==> src/rtl/switch_stats_pkg.sv <==
// Shared types and default widths for the switch drop-statistics block.
package switch_stats_pkg;

  localparam int DEF_CNT_W  = 32;
  localparam int DEF_FCNT_W = 4;

  typedef enum logic [1:0] {
    SEL_ACC   = 2'd0,
    SEL_DROP  = 2'd1,
    SEL_EDROP = 2'd2,
    SEL_WMARK = 2'd3
  } rd_sel_e;

endpackage

==> src/rtl/switch_drop_stats_if.sv <==
// Statistics read bus: requester drives rd_en/rd_port/rd_sel, the block answers one cycle later.
interface switch_drop_stats_if
  import switch_stats_pkg::*;
#(
  parameter int N_PORTS = 4,
  parameter int CNT_W   = DEF_CNT_W
);
  localparam int PW = (N_PORTS > 1) ? $clog2(N_PORTS) : 1;

  logic             rd_en;
  logic [PW-1:0]    rd_port;
  rd_sel_e          rd_sel;
  logic             rd_valid;
  logic [CNT_W-1:0] rd_data;

  modport master (output rd_en, rd_port, rd_sel, input  rd_valid, rd_data);
  modport slave  (input  rd_en, rd_port, rd_sel, output rd_valid, rd_data);

endinterface

==> src/rtl/sat_counter.sv <==
// Saturating accumulator with synchronous clear and sticky overflow flag.
module sat_counter #(
  parameter int CNT_W = 32,
  parameter int INC_W = 1
) (
  input  logic             clk,
  input  logic             rst,
  input  logic             clr,
  input  logic [INC_W-1:0] inc,
  output logic [CNT_W-1:0] sum,
  output logic             sat
);
  logic [CNT_W-1:0] cnt_q;
  logic [CNT_W:0]   wide_sum;
  logic [CNT_W:0]   wide_clr;

  assign wide_sum = {1'b0, cnt_q} + (CNT_W+1)'(inc);
  assign wide_clr = (CNT_W+1)'(inc);
  // sum ignores clr so a same-cycle snapshot sees the pre-clear total
  assign sum      = wide_sum[CNT_W] ? '1 : wide_sum[CNT_W-1:0];

  always_ff @(posedge clk) begin
    if (rst) begin
      cnt_q <= '0;
      sat   <= 1'b0;
    end else if (clr) begin
      cnt_q <= wide_clr[CNT_W] ? '1 : wide_clr[CNT_W-1:0];
      sat   <= wide_clr[CNT_W];
    end else begin
      cnt_q <= sum;
      sat   <= sat | wide_sum[CNT_W];
    end
  end

endmodule

==> src/rtl/switch_drop_stats.sv <==
// Per-port accept/drop/egress-drop statistics with snapshot shadows and a read port.
// Optional FIFO high-watermark tracking: define SWITCH_DROP_STATS_WMARK_EN.
module switch_drop_stats
  import switch_stats_pkg::*;
#(
  parameter int N_PORTS = 4,
  parameter int CNT_W   = DEF_CNT_W,
  parameter int FCNT_W  = DEF_FCNT_W
) (
  input  logic                        clk,
  input  logic                        rst,
  input  logic [N_PORTS-1:0]          valid_in,
  input  logic [N_PORTS*N_PORTS-1:0]  target_in,
  input  logic [N_PORTS-1:0]          fifo_full,
  input  logic [N_PORTS*FCNT_W-1:0]   fifo_count,
  input  logic                        clr,
  input  logic                        snap,
  switch_drop_stats_if.slave          rd,
  output logic [N_PORTS-1:0]          sat_flag
);
  localparam int PW = (N_PORTS > 1) ? $clog2(N_PORTS) : 1;
  localparam int EW = $clog2(N_PORTS + 1);

  logic [CNT_W-1:0]   acc_sum   [N_PORTS];
  logic [CNT_W-1:0]   drop_sum  [N_PORTS];
  logic [CNT_W-1:0]   edrop_sum [N_PORTS];
  logic [CNT_W-1:0]   sh_acc    [N_PORTS];
  logic [CNT_W-1:0]   sh_drop   [N_PORTS];
  logic [CNT_W-1:0]   sh_edrop  [N_PORTS];
  logic [N_PORTS-1:0] acc_sat, drop_sat, edrop_sat;
  logic [CNT_W-1:0]   rd_mux;
  logic               in_range;

  for (genvar p = 0; p < N_PORTS; p++) begin : g_port
    logic          acc_hit;
    logic          drop_hit;
    logic [EW-1:0] edrop_inc;

    assign acc_hit   = valid_in[p] & ~fifo_full[p];
    assign drop_hit  = valid_in[p] &  fifo_full[p];
    assign edrop_inc = drop_hit ? EW'($countones(target_in[p*N_PORTS +: N_PORTS])) : '0;

    sat_counter #(.CNT_W(CNT_W), .INC_W(1)) u_acc (
      .clk(clk), .rst(rst), .clr(clr), .inc(acc_hit), .sum(acc_sum[p]), .sat(acc_sat[p])
    );
    sat_counter #(.CNT_W(CNT_W), .INC_W(1)) u_drop (
      .clk(clk), .rst(rst), .clr(clr), .inc(drop_hit), .sum(drop_sum[p]), .sat(drop_sat[p])
    );
    sat_counter #(.CNT_W(CNT_W), .INC_W(EW)) u_edrop (
      .clk(clk), .rst(rst), .clr(clr), .inc(edrop_inc), .sum(edrop_sum[p]), .sat(edrop_sat[p])
    );
  end

  assign sat_flag = acc_sat | drop_sat | edrop_sat;

  always_ff @(posedge clk) begin
    if (rst) begin
      for (int unsigned p = 0; p < N_PORTS; p++) begin
        sh_acc[p]   <= '0;
        sh_drop[p]  <= '0;
        sh_edrop[p] <= '0;
      end
    end else if (snap) begin
      for (int unsigned p = 0; p < N_PORTS; p++) begin
        sh_acc[p]   <= acc_sum[p];
        sh_drop[p]  <= drop_sum[p];
        sh_edrop[p] <= edrop_sum[p];
      end
    end
  end

`ifdef SWITCH_DROP_STATS_WMARK_EN
  logic [FCNT_W-1:0] wm_q   [N_PORTS];
  logic [FCNT_W-1:0] wm_max [N_PORTS];
  logic [CNT_W-1:0]  sh_wm  [N_PORTS];

  always_comb begin
    for (int unsigned p = 0; p < N_PORTS; p++) begin
      wm_max[p] = (fifo_count[p*FCNT_W +: FCNT_W] > wm_q[p]) ? fifo_count[p*FCNT_W +: FCNT_W] : wm_q[p];
    end
  end

  always_ff @(posedge clk) begin
    if (rst) begin
      for (int unsigned p = 0; p < N_PORTS; p++) begin
        wm_q[p]  <= '0;
        sh_wm[p] <= '0;
      end
    end else begin
      for (int unsigned p = 0; p < N_PORTS; p++) begin
        wm_q[p] <= clr ? fifo_count[p*FCNT_W +: FCNT_W] : wm_max[p];
        if (snap) sh_wm[p] <= CNT_W'(wm_max[p]);
      end
    end
  end
`else
  logic unused_fifo_count;
  assign unused_fifo_count = ^fifo_count;
`endif

  if ((1 << PW) == N_PORTS) begin : g_full_range
    assign in_range = 1'b1;
  end else begin : g_part_range
    assign in_range = ({1'b0, rd.rd_port} < (PW+1)'(N_PORTS));
  end

  always_comb begin
    rd_mux = '0;
    if (in_range) begin
      case (rd.rd_sel)
        SEL_ACC:   rd_mux = sh_acc[rd.rd_port];
        SEL_DROP:  rd_mux = sh_drop[rd.rd_port];
        SEL_EDROP: rd_mux = sh_edrop[rd.rd_port];
`ifdef SWITCH_DROP_STATS_WMARK_EN
        SEL_WMARK: rd_mux = sh_wm[rd.rd_port];
`endif
        default:   rd_mux = '0;
      endcase
    end
  end

  always_ff @(posedge clk) begin
    if (rst) begin
      rd.rd_valid <= 1'b0;
      rd.rd_data  <= '0;
    end else begin
      rd.rd_valid <= rd.rd_en;
      if (rd.rd_en) rd.rd_data <= rd_mux;
    end
  end

endmodule

==> src/flat_wrapper.sv <==
// flat-port wrapper written by rule: the top's interface ports become plain ports
module switch_drop_stats_flat import switch_stats_pkg::*;
#(
  parameter int N_PORTS = 4,
  parameter int CNT_W   = DEF_CNT_W,
  parameter int FCNT_W  = DEF_FCNT_W
)
  (clk, rst, valid_in, target_in, fifo_full, fifo_count, clr, snap, sat_flag, rd_rd_en, rd_rd_port, rd_rd_sel, rd_rd_valid, rd_rd_data);
  switch_drop_stats_if #(.N_PORTS(N_PORTS), .CNT_W(CNT_W)) rd_i ();
  input  logic clk;
  input  logic rst;
  input  logic [N_PORTS-1:0] valid_in;
  input  logic [N_PORTS*N_PORTS-1:0] target_in;
  input  logic [N_PORTS-1:0] fifo_full;
  input  logic [N_PORTS*FCNT_W-1:0] fifo_count;
  input  logic clr;
  input  logic snap;
  output logic [N_PORTS-1:0] sat_flag;
  input wire logic [$bits(rd_i.rd_en)-1:0] rd_rd_en;
  input wire logic [$bits(rd_i.rd_port)-1:0] rd_rd_port;
  input wire logic [$bits(rd_i.rd_sel)-1:0] rd_rd_sel;
  output wire logic [$bits(rd_i.rd_valid)-1:0] rd_rd_valid;
  output wire logic [$bits(rd_i.rd_data)-1:0] rd_rd_data;
  assign rd_i.rd_en = rd_rd_en;
  assign rd_i.rd_port = rd_rd_port;
  assign rd_i.rd_sel = rd_rd_sel;
  assign rd_rd_valid = rd_i.rd_valid;
  assign rd_rd_data = rd_i.rd_data;
  switch_drop_stats #(.N_PORTS(N_PORTS), .CNT_W(CNT_W), .FCNT_W(FCNT_W)) u_core (.clk(clk), .rst(rst), .valid_in(valid_in), .target_in(target_in), .fifo_full(fifo_full), .fifo_count(fifo_count), .clr(clr), .snap(snap), .rd(rd_i), .sat_flag(sat_flag));
endmodule
==> config.mk <==
export PLATFORM = sky130hd
export DESIGN_NAME = switch_drop_stats_flat
export DESIGN_NICKNAME = d
export VERILOG_FILES = /design/src/rtl/switch_stats_pkg.sv /design/src/rtl/switch_drop_stats_if.sv /design/src/rtl/sat_counter.sv /design/src/rtl/switch_drop_stats.sv /design/src/flat_wrapper.sv
export SDC_FILE = /design/constraint.sdc
export NUM_CORES = 1
export LEC_CHECK = 0
export BUFFER_PORTS_ARGS = -buffer_cell sky130_fd_sc_hd__buf_4
export CAP_MARGIN = 20
export CORE_MARGIN = 2
export CORE_UTILIZATION = 35
export DETAILED_ROUTE_END_ITERATION = 10
export PLACE_DENSITY = 0.57
export SYNTH_ARGS = -nofsm -noshare
export SYNTH_HDL_FRONTEND = slang
export SYNTH_SLANG_ARGS = --single-unit
==> constraint.sdc <==
create_clock -name clk -period 11.35 [get_ports clk]
set_input_delay 1.135 -clock clk [delete_from_list [all_inputs] [get_ports clk]]
set_output_delay 1.135 -clock clk [all_outputs]
set_load 0.05 [all_outputs]
# Word-level counts from Yosys, hierarchy flattened
# Memory sizes are Yosys's and may differ from the RTL's.
# Cells that the tools add are included.
dict set report totals {
  reg_bits 429
  ram_bits 384
  in_bits 49
  output_inout_bits 37
  word_cells 153
  memories 3
}
# name depth width read_ports rd_clocked_by_memory_dff wr line_no
set mem_list {}
lappend mem_list {u_core.sh_acc 4 32 1 0 4 switch_drop_stats.sv:27} ;# logic [CNT_W-1:0] sh_acc [N_PORTS];
lappend mem_list {u_core.sh_drop 4 32 1 0 4 switch_drop_stats.sv:28} ;# logic [CNT_W-1:0] sh_drop [N_PORTS];
lappend mem_list {u_core.sh_edrop 4 32 1 0 4 switch_drop_stats.sv:29} ;# logic [CNT_W-1:0] sh_edrop [N_PORTS];
dict set report op_classes {
  add_sub_neg 24
  eq_ne 2
  n_mux 46
  bitwise_logic 38
  n_reduce_logical 2
}
# operator count
set ops {}
lappend ops {{2-to-1 mux 32 bit} 24}
lappend ops {{adder 32 x 1 -> 33 bit} 8}
lappend ops {{adder 32 x 3 -> 33 bit} 4}
lappend ops {{case mux 32 bit (3 select lines)} 1}
lappend ops {{2-to-1 mux 3 bit} 8}
lappend ops {{OR 1 bit} 24}
lappend ops {{adder 1 x 1 -> 2 bit} 8}
lappend ops {{2-to-1 mux 1 bit} 13}
lappend ops {{adder 3 bit} 4}
lappend ops {{bitwise AND 1 bit} 8}
lappend ops {{OR 4 bit} 2}
lappend ops {{NOT 1 bit} 4}
lappend ops {{equality test 2 x 1 -> 1 bit (second input constant)} 1}
lappend ops {{equality test 2 bit (second input constant)} 1}
lappend ops {{zero test 2 bit} 1}
lappend ops {{OR reduction 2 bit} 1}

# Logic depth before layout (Yosys ltp)
dict set report depth {
  ltp_word 6
  depth_mapped 12
  ltp_nobuf 10
}

# Hierarchy
# Synthesis repeated with hierarchy kept, for this count alone.
dict set report hier_totals {
  cells_unflattened 4046
  area_unflattened_um2 40885.5
}
# mod n_inst cells_each area_each_um2 seq_area_each_um2
set modules_own_cells {}
lappend modules_own_cells {switch_drop_stats 1 1258 18489.0 12191.7}
lappend modules_own_cells {{sat_counter at u_core.g_port[0].u_acc ...} 8 236 1878.1 660.6}
lappend modules_own_cells {{sat_counter at u_core.g_port[0].u_edrop ...} 4 225 1843.0 660.6}

# Worst setup path before layout
# OpenSTA, ideal clock, no wires.
dict set report synth_path {
  path_kind {input port to flip-flop}
  start {input rst}
  end {memory u_core.sh_acc[0][0] (enable)}
  setup_ps 589
  t_arrival_ps 6022
  t_required_ps 10761
  path_slack_ps 4739
  path_stages 2
  path_buffers 1
  path_cell_list {clkbuf_1 > or2_2}
}
# item line_no
set synth_rtl {}
lappend synth_rtl {{start: declaration} flat_wrapper.sv:11} ;# input logic rst;
lappend synth_rtl {{end: declaration} switch_drop_stats.sv:27}

==> results.sh <==
export IMPL_placed_area_mm2=0.0391
export IMPL_netlist_area_mm2=0.0374
export IMPL_grt_pass1_wl_mm=155
export IMPL_final_common_cell="nor2_1"
export IMPL_io_pins=86
export IMPL_r2r_start="u_core.g_port[1].u_edrop.cnt_q[0]"
export IMPL_utilization_pct=39.8
export IMPL_initialDrtViolationCount=2459
export IMPL_drc=0
export IMPL_critical_path_class="input port to register"
export IMPL_gp_congestion=0.861
export IMPL_vias_per_cell=5.40
export IMPL_drive_gt1_share_pct=10.3
export IMPL_clockBufferDepth=3
export IMPL_track_usage_pct=18.4
export IMPL_die_h_um=331
export IMPL_tritoncts="built"
export IMPL_grt_pass1_vias=25408
export IMPL_clock_sinks=813
export IMPL_p_per_area_mw_per_mm2=152
export IMPL_status="finished, final reports clean"
export IMPL_fin_nets=3631
export IMPL_drv_slew=0
export IMPL_area_growth_pct=12.3
export IMPL_antenna_found_initial=2
export IMPL_ctsHoldBuffers=0
export IMPL_hp_start="u_core.g_port[3].u_drop.sat"
export IMPL_ys_types=69
export IMPL_synth_edff_count=384
export IMPL_async_reset_ff_share_pct=0
export IMPL_crit_start="target_in[6]"
export IMPL_synth_top_area_share_pct=30.9
export IMPL_grt_overflow_total=0
export IMPL_wl_per_cell_um=20.4
export IMPL_hold_ws_ns=0.449
export IMPL_die_area_mm2=0.109
export IMPL_tns_ns=0
export IMPL_hold_class="register to register"
export IMPL_relSlewSlack_pct=30.1
export IMPL_path_clk_slew_ns=0.06
export IMPL_setup_violations_final=0
export IMPL_wirelength_mm=102
export IMPL_highest_layer="met5"
export IMPL_total_power_mw=6.36
export IMPL_core_rowCount=119
export IMPL_yosysWarnings=0
export IMPL_numCtsBuffers=85
export IMPL_yosys_register_bits=813
export IMPL_cts_resized=0
export IMPL_fp_dieW_um=331
export IMPL_ir_worst_vdd_mv=0.0989
export IMPL_syn_num_nets=3656
export IMPL_wl_met2_mm=45.6
export IMPL_syn_inst=3559
export IMPL_firstDrtPassIters=5
export IMPL_min_period_ns=4.75
export IMPL_layout_common_cells="584 x nor2_1, 429 x dfxtp_1, 384 x edfxtp_1"
export IMPL_cts_setup_buffers=0
export IMPL_r2r_cells=9
export IMPL_synth_ff_type="dfxtp_1"
export IMPL_wl_met1_mm=48.1
export IMPL_start_util_pct=35.4
export IMPL_skew_ns=0.0265
export IMPL_holdPathStages=2
export IMPL_rsz0062_at_grt="false"
export IMPL_vias=27003
export IMPL_met3WireLength_mm=5.47
export IMPL_final_area_mm2=0.0420
export IMPL_arrival_ns=5.16
export IMPL_root_buffer="clkbuf_16"
export IMPL_path_max_fanout=34
export IMPL_startpoint_type="input port"
export IMPL_core_mm2=0.106
export IMPL_n_antenna_cell=0
export IMPL_ant_nets=0
export IMPL_seq_area_frac_synth_pct=53.8
export IMPL_yosysTopAreaCell="edfxtp_1"
export IMPL_fin_crit_sh_pct=41.9
export IMPL_required_ns=11.76
export IMPL_clk_latency_ns=0.66
export IMPL_fillers=10240
export IMPL_maxCapViolCount=0
export IMPL_worstMarginPinSlew_ns=1.05
export IMPL_synth_area_top_cells="edfxtp_1 31%, dfxtp_1 23%, nor2_1 5.9%, mux4_2 5.8%, a21oi_1 5.0%"
export IMPL_max_freq_ghz=0.210
export IMPL_io_buffers=69
export IMPL_htreeDepth=3
export IMPL_hpwl_mm=70.2
export IMPL_crit_path_end_kind="register"
export IMPL_grt_max_degree=172
export IMPL_hold_violations=0
export IMPL_power_leakage_nw=14.5
export IMPL_syn_area_per_cell_um2=10.5
-- final timing paths --
path	endpoint	slack, ns
setup / recovery	u_core.sh_edrop[1][31]	6.60
hold / removal	u_core.g_port[3].u_drop.sat	0.45
setup reg to reg	u_core.sh_edrop[1][31]	7.95
hold reg to reg	u_core.g_port[3].u_drop.sat	0.45
-- critical path, cell delays in order --
cell     delay [ns]
buf_4          0.11
ha_1           0.28
ha_1           0.21
fa_1           0.48
and3_1         0.34
fa_1           0.28
a21o_1         0.22
nand4_1        0.42
nor4_2         0.34
buf_4          0.23
nand2_1        0.34
buf_4          0.39
a21oi_1        0.36
-- stage by stage --
step	instances	setup slack [ns]
floorplan	3559	4.74
global placement	4834	5.95
detailed placement	4835	5.96
CTS	4995	6.63
global route	4998	6.47
finish	4998	6.60
-- sequential cells by signal, indices dropped and copies added, names as in the netlist --
register	count
u_core.rd.rd_data	32
u_core.g_port.u_drop.cnt_q	128
u_core.sh_edrop	128
u_core.sh_drop	128
u_core.g_port.u_acc.cnt_q	128
u_core.rd.rd_valid	1
u_core.g_port.u_edrop.cnt_q	128
u_core.g_port.u_acc.sat	4
u_core.g_port.u_drop.sat	4
u_core.g_port.u_edrop.sat	4
u_core.sh_acc	128
-- final cells by class --
class | instances | area [µm²] | area share (%)
clock buffer | 120 | 2420 | 5.77
clock inverter | 40 | 384 | 0.915
inverter | 42 | 158 | 0.376
multi-input combinational | 2483 | 16300 | 38.8
sequential | 813 | 20100 | 47.9
tap | 1391 | 1740 | 4.15
timing repair buffer | 109 | 870 | 2.07
-- cells by family after synthesis --
group           Yosys count  share of synthesized area, %
xor+xnor                268                          6.28
buf+inv                 263                          2.76
flops                   813                          53.8
compound gates          535                          8.46
mux                     158                          7.45
simple gates           1474                          19.4
fa+ha+maj                48                          1.77
-- Yosys cell counts, drive strengths merged, types with 7 or more instances --
cell / n
o211a: 32
xor2: 145
mux4: 96
nand2b: 7
mux2i: 60
or3: 15
nand3: 141
nor2: 584
ha: 40
nand2: 163
or4: 18
nor3: 145
a211oi: 24
dfxtp: 429
and4: 48
or2: 12
o21ai: 20
a31oi: 16
buf: 35
and3: 74
nor3b: 9
inv: 41
a21o: 12
a311oi: 24
nor2b: 7
clkbuf: 186
and2: 33
a21oi: 374
nor4: 83
edfxtp: 384
fa: 8
xnor2: 123
nand4: 117
-- report_power, final --
part           internal [mW]  switching, mW  leakage, nW
clock network           1.62           1.21         1.39
logic                  0.113          0.232         5.39
registers               3.15         0.0433         7.66
-- layer usage --
layer  vias up  global-route usage [%]
met1     13152                    26.9
met2       707                    28.4
met4         2                    5.57
met5         -                       0
li1      13019                       -
met3       123                    2.29
Note: power is estimated with default switching activity, not from simulation.
